--- src/rtl/rect_flip_engine.sv ---
// rect_flip_engine: holds a ROWS x COLS bit matrix and services rectangle
// corner requests. FLIP inverts the four corners (r1,c1),(r1,c2),(r2,c1),(r2,c2);
// TEST only reports their pre-operation values. Each valid request walks
// IDLE -> ROW1 -> ROW2 -> DONE, touching one row per cycle. Invalid requests
// go straight to DONE with an error response.
//
// Ports:
//   clk, rst_n        clock, synchronous active-low reset
//   load_valid        replace the matrix with load_matrix (IDLE only)
//   load_matrix       matrix image, bit r*COLS+c is element (r,c)
//   req_valid/ready   request handshake; ready only in IDLE without a load
//   req_op            0 = FLIP, 1 = TEST
//   req_r1/r2/c1/c2   corner coordinates
//   rsp_valid         one-cycle response pulse
//   rsp_err           request rejected, matrix untouched (held)
//   rsp_corners       {m[r2][c2], m[r2][c1], m[r1][c2], m[r1][c1]} (held)
//   m_out             current matrix register
//   busy              engine is not IDLE
//   flip_cnt          successful FLIPs since reset, saturating
module rect_flip_engine #(
    parameter int unsigned ROWS  = 4,
    parameter int unsigned COLS  = 4,
    parameter int unsigned RW    = $clog2(ROWS),
    parameter int unsigned CW    = $clog2(COLS),
    parameter int unsigned CNT_W = 16
) (
    input  logic                 clk,
    input  logic                 rst_n,
    input  logic                 load_valid,
    input  logic [ROWS*COLS-1:0] load_matrix,
    input  logic                 req_valid,
    output logic                 req_ready,
    input  logic                 req_op,
    input  logic [RW-1:0]        req_r1,
    input  logic [RW-1:0]        req_r2,
    input  logic [CW-1:0]        req_c1,
    input  logic [CW-1:0]        req_c2,
    output logic                 rsp_valid,
    output logic                 rsp_err,
    output logic [3:0]           rsp_corners,
    output logic [ROWS*COLS-1:0] m_out,
    output logic                 busy,
    output logic [CNT_W-1:0]     flip_cnt
);

    localparam int unsigned N = ROWS * COLS;
    localparam logic OP_FLIP = 1'b0;

    typedef enum logic [1:0] {
        IDLE = 2'd0,
        ROW1 = 2'd1,
        ROW2 = 2'd2,
        DONE = 2'd3
    } state_e;

    state_e             state_q;
    logic [N-1:0]       matrix_q;
    logic               op_q;
    logic [RW-1:0]      r1_q;
    logic [RW-1:0]      r2_q;
    logic [CW-1:0]      c1_q;
    logic [CW-1:0]      c2_q;
    logic [1:0]         row1_bits_q;
    logic               rsp_valid_q;
    logic               rsp_err_q;
    logic [3:0]         rsp_corners_q;
    logic [CNT_W-1:0]   flip_cnt_q;

    logic               req_invalid_c;
    logic               accept_c;
    logic [RW-1:0]      row_c;
    logic [31:0]        idx1_c;
    logic [31:0]        idx2_c;
    logic [N-1:0]       shift1_c;
    logic [N-1:0]       shift2_c;
    logic               bit1_c;
    logic               bit2_c;
    logic [N-1:0]       row_mask_c;

    // Degenerate rectangles and out-of-range coordinates are rejected.
    always_comb begin
        req_invalid_c = (req_r1 == req_r2) || (req_c1 == req_c2) ||
                        (32'(req_r1) >= ROWS) || (32'(req_r2) >= ROWS) ||
                        (32'(req_c1) >= COLS) || (32'(req_c2) >= COLS);
    end

    // Load wins over a request presented in the same IDLE cycle.
    assign req_ready = (state_q == IDLE) && !load_valid;
    assign accept_c  = req_valid && req_ready;

    // Corner access for the row being processed this cycle.
    always_comb begin
        row_c      = (state_q == ROW1) ? r1_q : r2_q;
        idx1_c     = 32'(row_c) * COLS + 32'(c1_q);
        idx2_c     = 32'(row_c) * COLS + 32'(c2_q);
        shift1_c   = matrix_q >> idx1_c;
        shift2_c   = matrix_q >> idx2_c;
        bit1_c     = shift1_c[0];
        bit2_c     = shift2_c[0];
        row_mask_c = (N'(1) << idx1_c) | (N'(1) << idx2_c);
    end

    // Control, matrix update and registered response.
    always_ff @(posedge clk) begin
        if (!rst_n) begin
            state_q       <= IDLE;
            matrix_q      <= '0;
            op_q          <= 1'b0;
            r1_q          <= '0;
            r2_q          <= '0;
            c1_q          <= '0;
            c2_q          <= '0;
            row1_bits_q   <= '0;
            rsp_valid_q   <= 1'b0;
            rsp_err_q     <= 1'b0;
            rsp_corners_q <= '0;
            flip_cnt_q    <= '0;
        end else begin
            rsp_valid_q <= 1'b0;
            case (state_q)
                IDLE: begin
                    if (load_valid) begin
                        matrix_q <= load_matrix;
                    end else if (accept_c) begin
                        op_q <= req_op;
                        r1_q <= req_r1;
                        r2_q <= req_r2;
                        c1_q <= req_c1;
                        c2_q <= req_c2;
                        if (req_invalid_c) begin
                            state_q       <= DONE;
                            rsp_valid_q   <= 1'b1;
                            rsp_err_q     <= 1'b1;
                            rsp_corners_q <= '0;
                        end else begin
                            state_q <= ROW1;
                        end
                    end
                end
                ROW1: begin
                    row1_bits_q <= {bit2_c, bit1_c};
                    if (op_q == OP_FLIP) begin
                        matrix_q <= matrix_q ^ row_mask_c;
                    end
                    state_q <= ROW2;
                end
                ROW2: begin
                    // Response and counter land together so they are visible in DONE.
                    rsp_corners_q <= {bit2_c, bit1_c, row1_bits_q};
                    rsp_err_q     <= 1'b0;
                    rsp_valid_q   <= 1'b1;
                    if (op_q == OP_FLIP) begin
                        matrix_q <= matrix_q ^ row_mask_c;
                        if (flip_cnt_q != '1) begin
                            flip_cnt_q <= flip_cnt_q + CNT_W'(1);
                        end
                    end
                    state_q <= DONE;
                end
                DONE: begin
                    state_q <= IDLE;
                end
                default: begin
                    state_q <= IDLE;
                end
            endcase
        end
    end

    assign rsp_valid   = rsp_valid_q;
    assign rsp_err     = rsp_err_q;
    assign rsp_corners = rsp_corners_q;
    assign m_out       = matrix_q;
    assign busy        = (state_q != IDLE);
    assign flip_cnt    = flip_cnt_q;

endmodule

--- config.mk ---
export PLATFORM = sky130hd
export DESIGN_NAME = rect_flip_engine
export DESIGN_NICKNAME = d
export VERILOG_FILES = /design/src/rtl/rect_flip_engine.sv
export SDC_FILE = /design/constraint.sdc
export NUM_CORES = 1
export LEC_CHECK = 0
export BUFFER_PORTS_ARGS = -buffer_cell sky130_fd_sc_hd__buf_2
export CAP_MARGIN = 25
export CORE_MARGIN = 2
export CORE_UTILIZATION = 54
export CTS_CLUSTER_SIZE = 16
export DETAILED_ROUTE_END_ITERATION = 8
export GPL_TIMING_DRIVEN = 0
export PLACE_DENSITY = 0.8
export RECOVER_POWER = 25
export SKIP_LAST_GASP = 1
export SYNTH_ARGS = -nofsm -noshare
export SYNTH_HDL_FRONTEND = slang
export SYNTH_SLANG_ARGS = --single-unit
--- constraint.sdc ---
create_clock -name clk -period 2 [get_ports clk]
set_input_delay 0.2 -clock clk [delete_from_list [all_inputs] [get_ports clk]]
set_output_delay 0.2 -clock clk [all_outputs]
set_load 0.005 [all_outputs]
==> results of run 1 <==
[worst max-delay path by stage]
stage | end | slack [ns] | cells after the start
final | flip_cnt[14] | 0.10 | 7
after global routing | m_out[1] | -0.02 | 8
after CTS | m_out[11] | 0.003 | 7
after detailed placement | rsp_corners[1] | -0.04 | 8
after global placement | rsp_corners[0] | 0.03 | 8
after floorplan | m_out[8] | 0.28 | 7
[placed cells by master (no fill, tap or decap), types with 6 or more instances in the layout]
master and n:
ha_1 6, o32ai_1 8, inv_1 10, nor2_1 40, a211oi_1 11, nand2_1 36
mux4_1 6, buf_2 60, o22ai_1 9, dfxtp_1 49, clkbuf_1 18, o21ai_0 36
xor2_1 11, a21oi_1 33
[what timing repair did]
item	CTS	global route
hold buffers	0	0
setup endpoints to repair	10	19
pin swaps	0	1
cloned	0	0
resized for setup	3	15
buffers inserted	0	2
[sequential cells by signal, indices dropped and copies added (netlist names)]
register / count
c2_q: 2
rsp_err: 1
r2_q: 2
op_q: 1
flip_cnt: 16
state_q: 2
rsp_valid: 1
r1_q: 2
rsp_corners: 4
m_out: 16
c1_q: 2
row1_bits_q: 2
[worst max-delay path, cell delays in order, from the launching register on]
cell and delay [ns]:
dfxtp_2 0.35, inv_1 0.11, ha_1 0.32, and2b_1 0.35, and3_1 0.27, and4bb_1 0.22
xnor2_1 0.11, nor2_1 0.05
[power breakdown]
group          leakage [nW]  switching (W)  internal (W)  total [W]
combinational         0.963        0.00136      0.000961    0.00232
clock                0.0502       0.000358      0.000366   0.000724
sequential            0.417       0.000230       0.00123    0.00146
total                  1.43        0.00195       0.00256    0.00451
[layout make-up]
type	count	area, um^2	share of cell area [%]
flip-flops and latches	51	1020	28.9
clock buffers	5	68.8	1.94
repair buffers	69	338	9.55
multi-input cells	265	1830	51.6
inverters	10	37.5	1.06
clock inverters	2	37.5	1.06
well taps	70	87.6	2.48
plain buffers	21	119	3.36
[metrics by stage]
step,instance area [um^2],TNS (ns)
2_1_floorplan,2970,0
3_3_place_gp,3390,0
3_5_place_dp,3390,-0.190
4_1_cts,3500,0
5_1_grt,3540,-0.0297
6_report,3540,0
[layer usage]
metal  up-vias  track usage [%]  share of wire (%)
li1       1432                -                  -
met2       162             39.2                 45
met1      1357             38.1                 45
met4         0             7.02               0.85
met5         -                0                  0
met3         8             5.40                9.1
[cells by family (layout without fill, tap and decap cells)]
logic type | Yosys count | after routing | synth area share (%)
AO/OA/AOI/OAI | 119 | 119 | 25.4
AND/OR/NAND/NOR | 115 | 115 | 20.6
flip-flops | 51 | 51 | 34.4
buffers and inverters | 32 | 107 | 5.15
XOR/XNOR | 16 | 16 | 4.73
multiplexers | 9 | 9 | 7.17
adder cells (fa/ha/maj) | 6 | 6 | 2.53
==> impl_metrics.env, run 1 <==
export IMPL_status="finished, final reports clean"
export IMPL_skew_ns=0.00828
export IMPL_fin_nets=458
export IMPL_antenna_found_initial=0
export IMPL_htree_levels=2
export IMPL_die_width_um=78.1
export IMPL_dr_first_iter_drc_count=268
export IMPL_rsz0062_at_grt="yes"
export IMPL_grt_usage_pct=26.1
export IMPL_ys_seq_area_share_pct=34.4
export IMPL_synth_area_per_cell_um2=8.52
export IMPL_dp_cells=485
export IMPL_cp_required_ns=2.20
export IMPL_hold_depth=3
export IMPL_fmax_mhz=527
export IMPL_ios=69
export IMPL_vias=2959
export IMPL_die_area_um2=6100
export IMPL_diodes=0
export IMPL_yosys_area_top_type="dfxtp_1"
export IMPL_path_clk_slew_ns=0.09
export IMPL_power_w=0.00451
export IMPL_timing_hold_ws_ns=0.126
export IMPL_cts_sinks=51
export IMPL_grt_pass1_vias=2514
export IMPL_dpl_worst_slack_ns=-0.0442
export IMPL_critPathArrivalTime_ns=2.09
export IMPL_syn_area_um2=2970
export IMPL_critical_path_class="register to register"
export IMPL_drive_gt1_share_pct=23.2
export IMPL_worstReg2RegStart="state_q[0]"
export IMPL_slew_headroom_pct=58.5
export IMPL_r2r_end="flip_cnt[14]"
export IMPL_ff2ff_setup_slack_ns=0.10
export IMPL_synth_cell_types=52
export IMPL_wl_per_cell_um=16.4
export IMPL_hold_violations=0
export IMPL_syn_instance_count=348
export IMPL_grt_overflow_total=0
export IMPL_setup_viol=0
export IMPL_ant_nets=0
export IMPL_fin_crit_sh_pct=94.9
export IMPL_fin_ws_ns=0.101
export IMPL_hold_start="req_op"
export IMPL_cts_tree="built"
export IMPL_synth_top_cell_area_share_pct=34.4
export IMPL_irDropWorstVdd_mv=0.837
export IMPL_num_rows=26
export IMPL_yosys_top_cells_count="dfxtp_1 (51), nor2_1 (40), nand2_1 (36), o21ai_0 (36), a21oi_1 (33)"
export IMPL_dr_pass1_iters=5
export IMPL_yosysWarningCount=0
export IMPL_synth_ff_type="dfxtp_1"
export IMPL_clkLatencyLatePin_ns=0.31
export IMPL_post_route_util_pct=68.0
export IMPL_vias_per_cell=6.00
export IMPL_grt_max_degree=16
export IMPL_place_hpwl_um=5910
export IMPL_hold_end="op_q"
export IMPL_routed_wl_um=8080
export IMPL_die_h_um=78.1
export IMPL_drc_errors=0
export IMPL_synth_edff_count=0
export IMPL_async_flop_share_pct=0
export IMPL_power_density_nw_per_um2=1280
export IMPL_synth_fp_nets=383
export IMPL_nFillCells=431
export IMPL_start_util_pct=57.0
export IMPL_period_needed_ns=1.90
export IMPL_grt_pass1_wl_um=12700
export IMPL_maxCapViolCount=0
export IMPL_cts_buffer_depth=2
export IMPL_synth_most_common_cell="dfxtp_1"
export IMPL_gp_congestion=0.915
export IMPL_p_leak_nw=1.43
export IMPL_root_buffer="clkbuf_8"
export IMPL_stdcell_count=493
export IMPL_yosys_top_cells_area="dfxtp_1 (34%), o21ai_0 (6.1%), a21oi_1 (5.6%)"
export IMPL_syn2layout_area_growth_pct=19.3
export IMPL_hp_class="input pin to register"
export IMPL_worst_setup_path_startpoint="state_q[0]"
export IMPL_cts_made_buffers=5
export IMPL_io_buffers=67
export IMPL_startpoint_type="register"
export IMPL_crit_path_end_kind="register"
export IMPL_tightest_slew_ns=0.620
export IMPL_final_max_slew_viol_count=0
export IMPL_worstRegToRegCells=7
export IMPL_synth_seq_cells=51
export IMPL_critPathMaxFanout=7
export IMPL_core_um2=5200
(Power assumes the default switching activity.)
==> run 2, diff against run 1 <==
Settings changed: CORE_UTILIZATION 54 to 49, PLACE_DENSITY 0.8 to 0.77.
Clock period 2 ns to 1.61 ns, I/O delays scaled along.
==> run 2 against run 1 <==
The run now ends with negative setup slack left; total power is 58% higher; routed wire length rose by 14%; clock skew shrank 0.0019 ns; count of clock-buffer cells in the layout is 3 higher; sequential cell count did not move; global-route usage down 0.23 points; maximum frequency is 9.2% higher; via count increased by 7.9%; die area rose by 9.7%; worst setup slack got worse by 0.23 ns; critical path depth unchanged.
==> impl_metrics.env, run 2 (synthesized netlist as in run 1, its figures left out) <==
export IMPL_grt_overflow_total=0
export IMPL_gp_congestion=0.857
export IMPL_hold_violations=0
export IMPL_final_cell_mix="buf_2 (63), dfxtp_1 (46), nand2_1 (35), nor2_1 (35), buf_4 (25)"
export IMPL_p_int_w=0.00406
export IMPL_mostFrequentLayoutCell="buf_2"
export IMPL_critPathCapture="m_out[5]"
export IMPL_syn2layout_area_growth_pct=40.0
export IMPL_htree_levels=2
export IMPL_num_rows=28
export IMPL_start_util_pct=50.4
export IMPL_place_hpwl_um=5900
export IMPL_stdcell_count=529
export IMPL_grt_pass1_vias=2807
export IMPL_worstRegToRegCells=7
export IMPL_status="complete, but fails checks"
export IMPL_cp_slowest_cell="dfxtp_4"
export IMPL_cts_sinks=51
export IMPL_core_um2=5890
export IMPL_final_max_slew_viol_count=0
export IMPL_violations="negative setup slack"
export IMPL_crit_path_end_kind="register"
export IMPL_cts_tree="built"
export IMPL_dpl_worst_slack_ns=-0.315
export IMPL_critPathMaxFanout=7
export IMPL_dr_pass1_iters=5
export IMPL_die_width_um=81.8
export IMPL_critPathArrivalTime_ns=1.95
export IMPL_hp_class="input pin to register"
export IMPL_critPathMaxStageDelay_ns=0.40
export IMPL_rsz0062_at_grt="yes"
export IMPL_path_clk_slew_ns=0.10
export IMPL_dr_first_iter_drc_count=221
export IMPL_diodes=0
export IMPL_worstReg2RegStart="state_q[0]"
export IMPL_ios=69
export IMPL_die_h_um=81.8
export IMPL_period_needed_ns=1.74
export IMPL_grt_usage_pct=25.8
export IMPL_tightest_slew_ns=0.688
export IMPL_cp_cell_sequence="inv_4 > ha_4 > buf_4 > a211oi_4 > buf_6 > a21oi_2 > a211oi_1"
export IMPL_vias=3193
export IMPL_clkPwrFrac_pct=11.7
export IMPL_cts_buffer_depth=2
export IMPL_ff2ff_setup_slack_ns=-0.13
export IMPL_die_area_um2=6690
export IMPL_routed_wl_um=9250
export IMPL_combPwrFrac_pct=61.9
export IMPL_cp_required_ns=1.82
export IMPL_grt_max_degree=15
export IMPL_fin_nets=488
export IMPL_swShare_pct=43.1
export IMPL_ant_nets=0
export IMPL_p_sw_w=0.00308
export IMPL_maxCapViolCount=0
export IMPL_p_leak_nw=1.65
export IMPL_fin_ws_ns=-0.129
export IMPL_startpoint_type="register"
export IMPL_root_buffer="clkbuf_8"
export IMPL_setup_viol=20
export IMPL_drive_gt1_share_pct=42.5
export IMPL_critical_path_class="register to register"
export IMPL_slew_headroom_pct=54.1
export IMPL_dp_cells=490
export IMPL_r2r_end="m_out[5]"
export IMPL_skew_ns=0.00641
export IMPL_wl_per_cell_um=17.5
export IMPL_cts_made_buffers=5
export IMPL_fin_crit_sh_pct=108
export IMPL_worst_setup_path_startpoint="state_q[0]"
export IMPL_antenna_found_initial=0
export IMPL_io_buffers=67
export IMPL_power_frac_seq_pct=26.4
export IMPL_vias_per_cell=6.04
export IMPL_fmax_mhz=575
export IMPL_clkLatencyLatePin_ns=0.31
export IMPL_power_density_nw_per_um2=1720
export IMPL_irDropWorstVdd_mv=1.11
export IMPL_grt_pass1_wl_um=13400
export IMPL_drc_errors=0
==> run 2: stage by stage <==
step	power (W)	utilization [%]	area, um^2	setup TNS (ns)	hold slack [ns]
after floorplan	0.00379	-	3000	0	0.297
after global routing	0.00752	70.5	4150	-2.46	0.0993
final	0.00714	70.5	4150	-0.832	0.0976
after CTS	0.00637	65.7	3870	-0.625	0.101
after global placement	0.00452	58.3	3430	-5.71	0.417
after detailed placement	0.00462	58.3	3430	-7.09	0.420
==> run 2: metal layers <==
| layer | vias up | part of all wire [%] | wire (um) | track usage (%) |
|---|---|---|---|---|
| met3 | 28 | 7.7 | 712 | 4.84 |
| li1 | 1496 | - | - | - |
| met2 | 151 | 48 | 4460 | 43.3 |
| met1 | 1518 | 42 | 3880 | 34.0 |
| met5 | - | 0 | 0 | 0 |
| met4 | 0 | 2.1 | 197 | 7.33 |
==> run 2: worst min path at each step <==
stage,start,end,cells past startpoint
global route,req_op,op_q,3
finish,req_op,op_q,3
floorplan,req_c2[0],c2_q[0],2
CTS,req_op,op_q,3
global placement,req_op,op_q,3
detailed placement,req_op,op_q,3
==> run 2: critical path: cells and delay by family (launching register included) <==
family	cells	cell delay [ns]
AOI/OAI and AO/OA	3	0.62
DFF	1	0.40
adders and majority gates	1	0.25
buffers and inverters	3	0.38
==> run 2: repair_timing <==
action                                  CTS  global route
gates cloned                              1             0
resized for setup                        65            64
endpoints found under the setup margin   39            42
setup buffers                            20            11
hold buffers                              0             0
pin swaps                                14            28
==> run 2: power groups by stage <==
| stage | registers (W) | logic [W] | clock network [W] |
|---|---|---|---|
| floorplan | 0.00177 | 0.00202 | 0 |
| global placement | 0.00182 | 0.00270 | 0 |
| detailed placement | 0.00184 | 0.00278 | 0 |
| CTS | 0.00185 | 0.00370 | 0.000828 |
| global route | 0.00191 | 0.00475 | 0.000868 |
| finish | 0.00188 | 0.00442 | 0.000834 |
==> run 2: cell type report <==
cell class / count / area, um^2
Clock buffer: 8 / 100
Multi-Input combinational cell: 265 / 2120
Buffer: 21 / 151
Fill cell: 427 / 1740
Tap cell: 75 / 93.8
Inverter: 10 / 42.5
Sequential cell: 51 / 1030
Timing Repair Buffer: 99 / 603
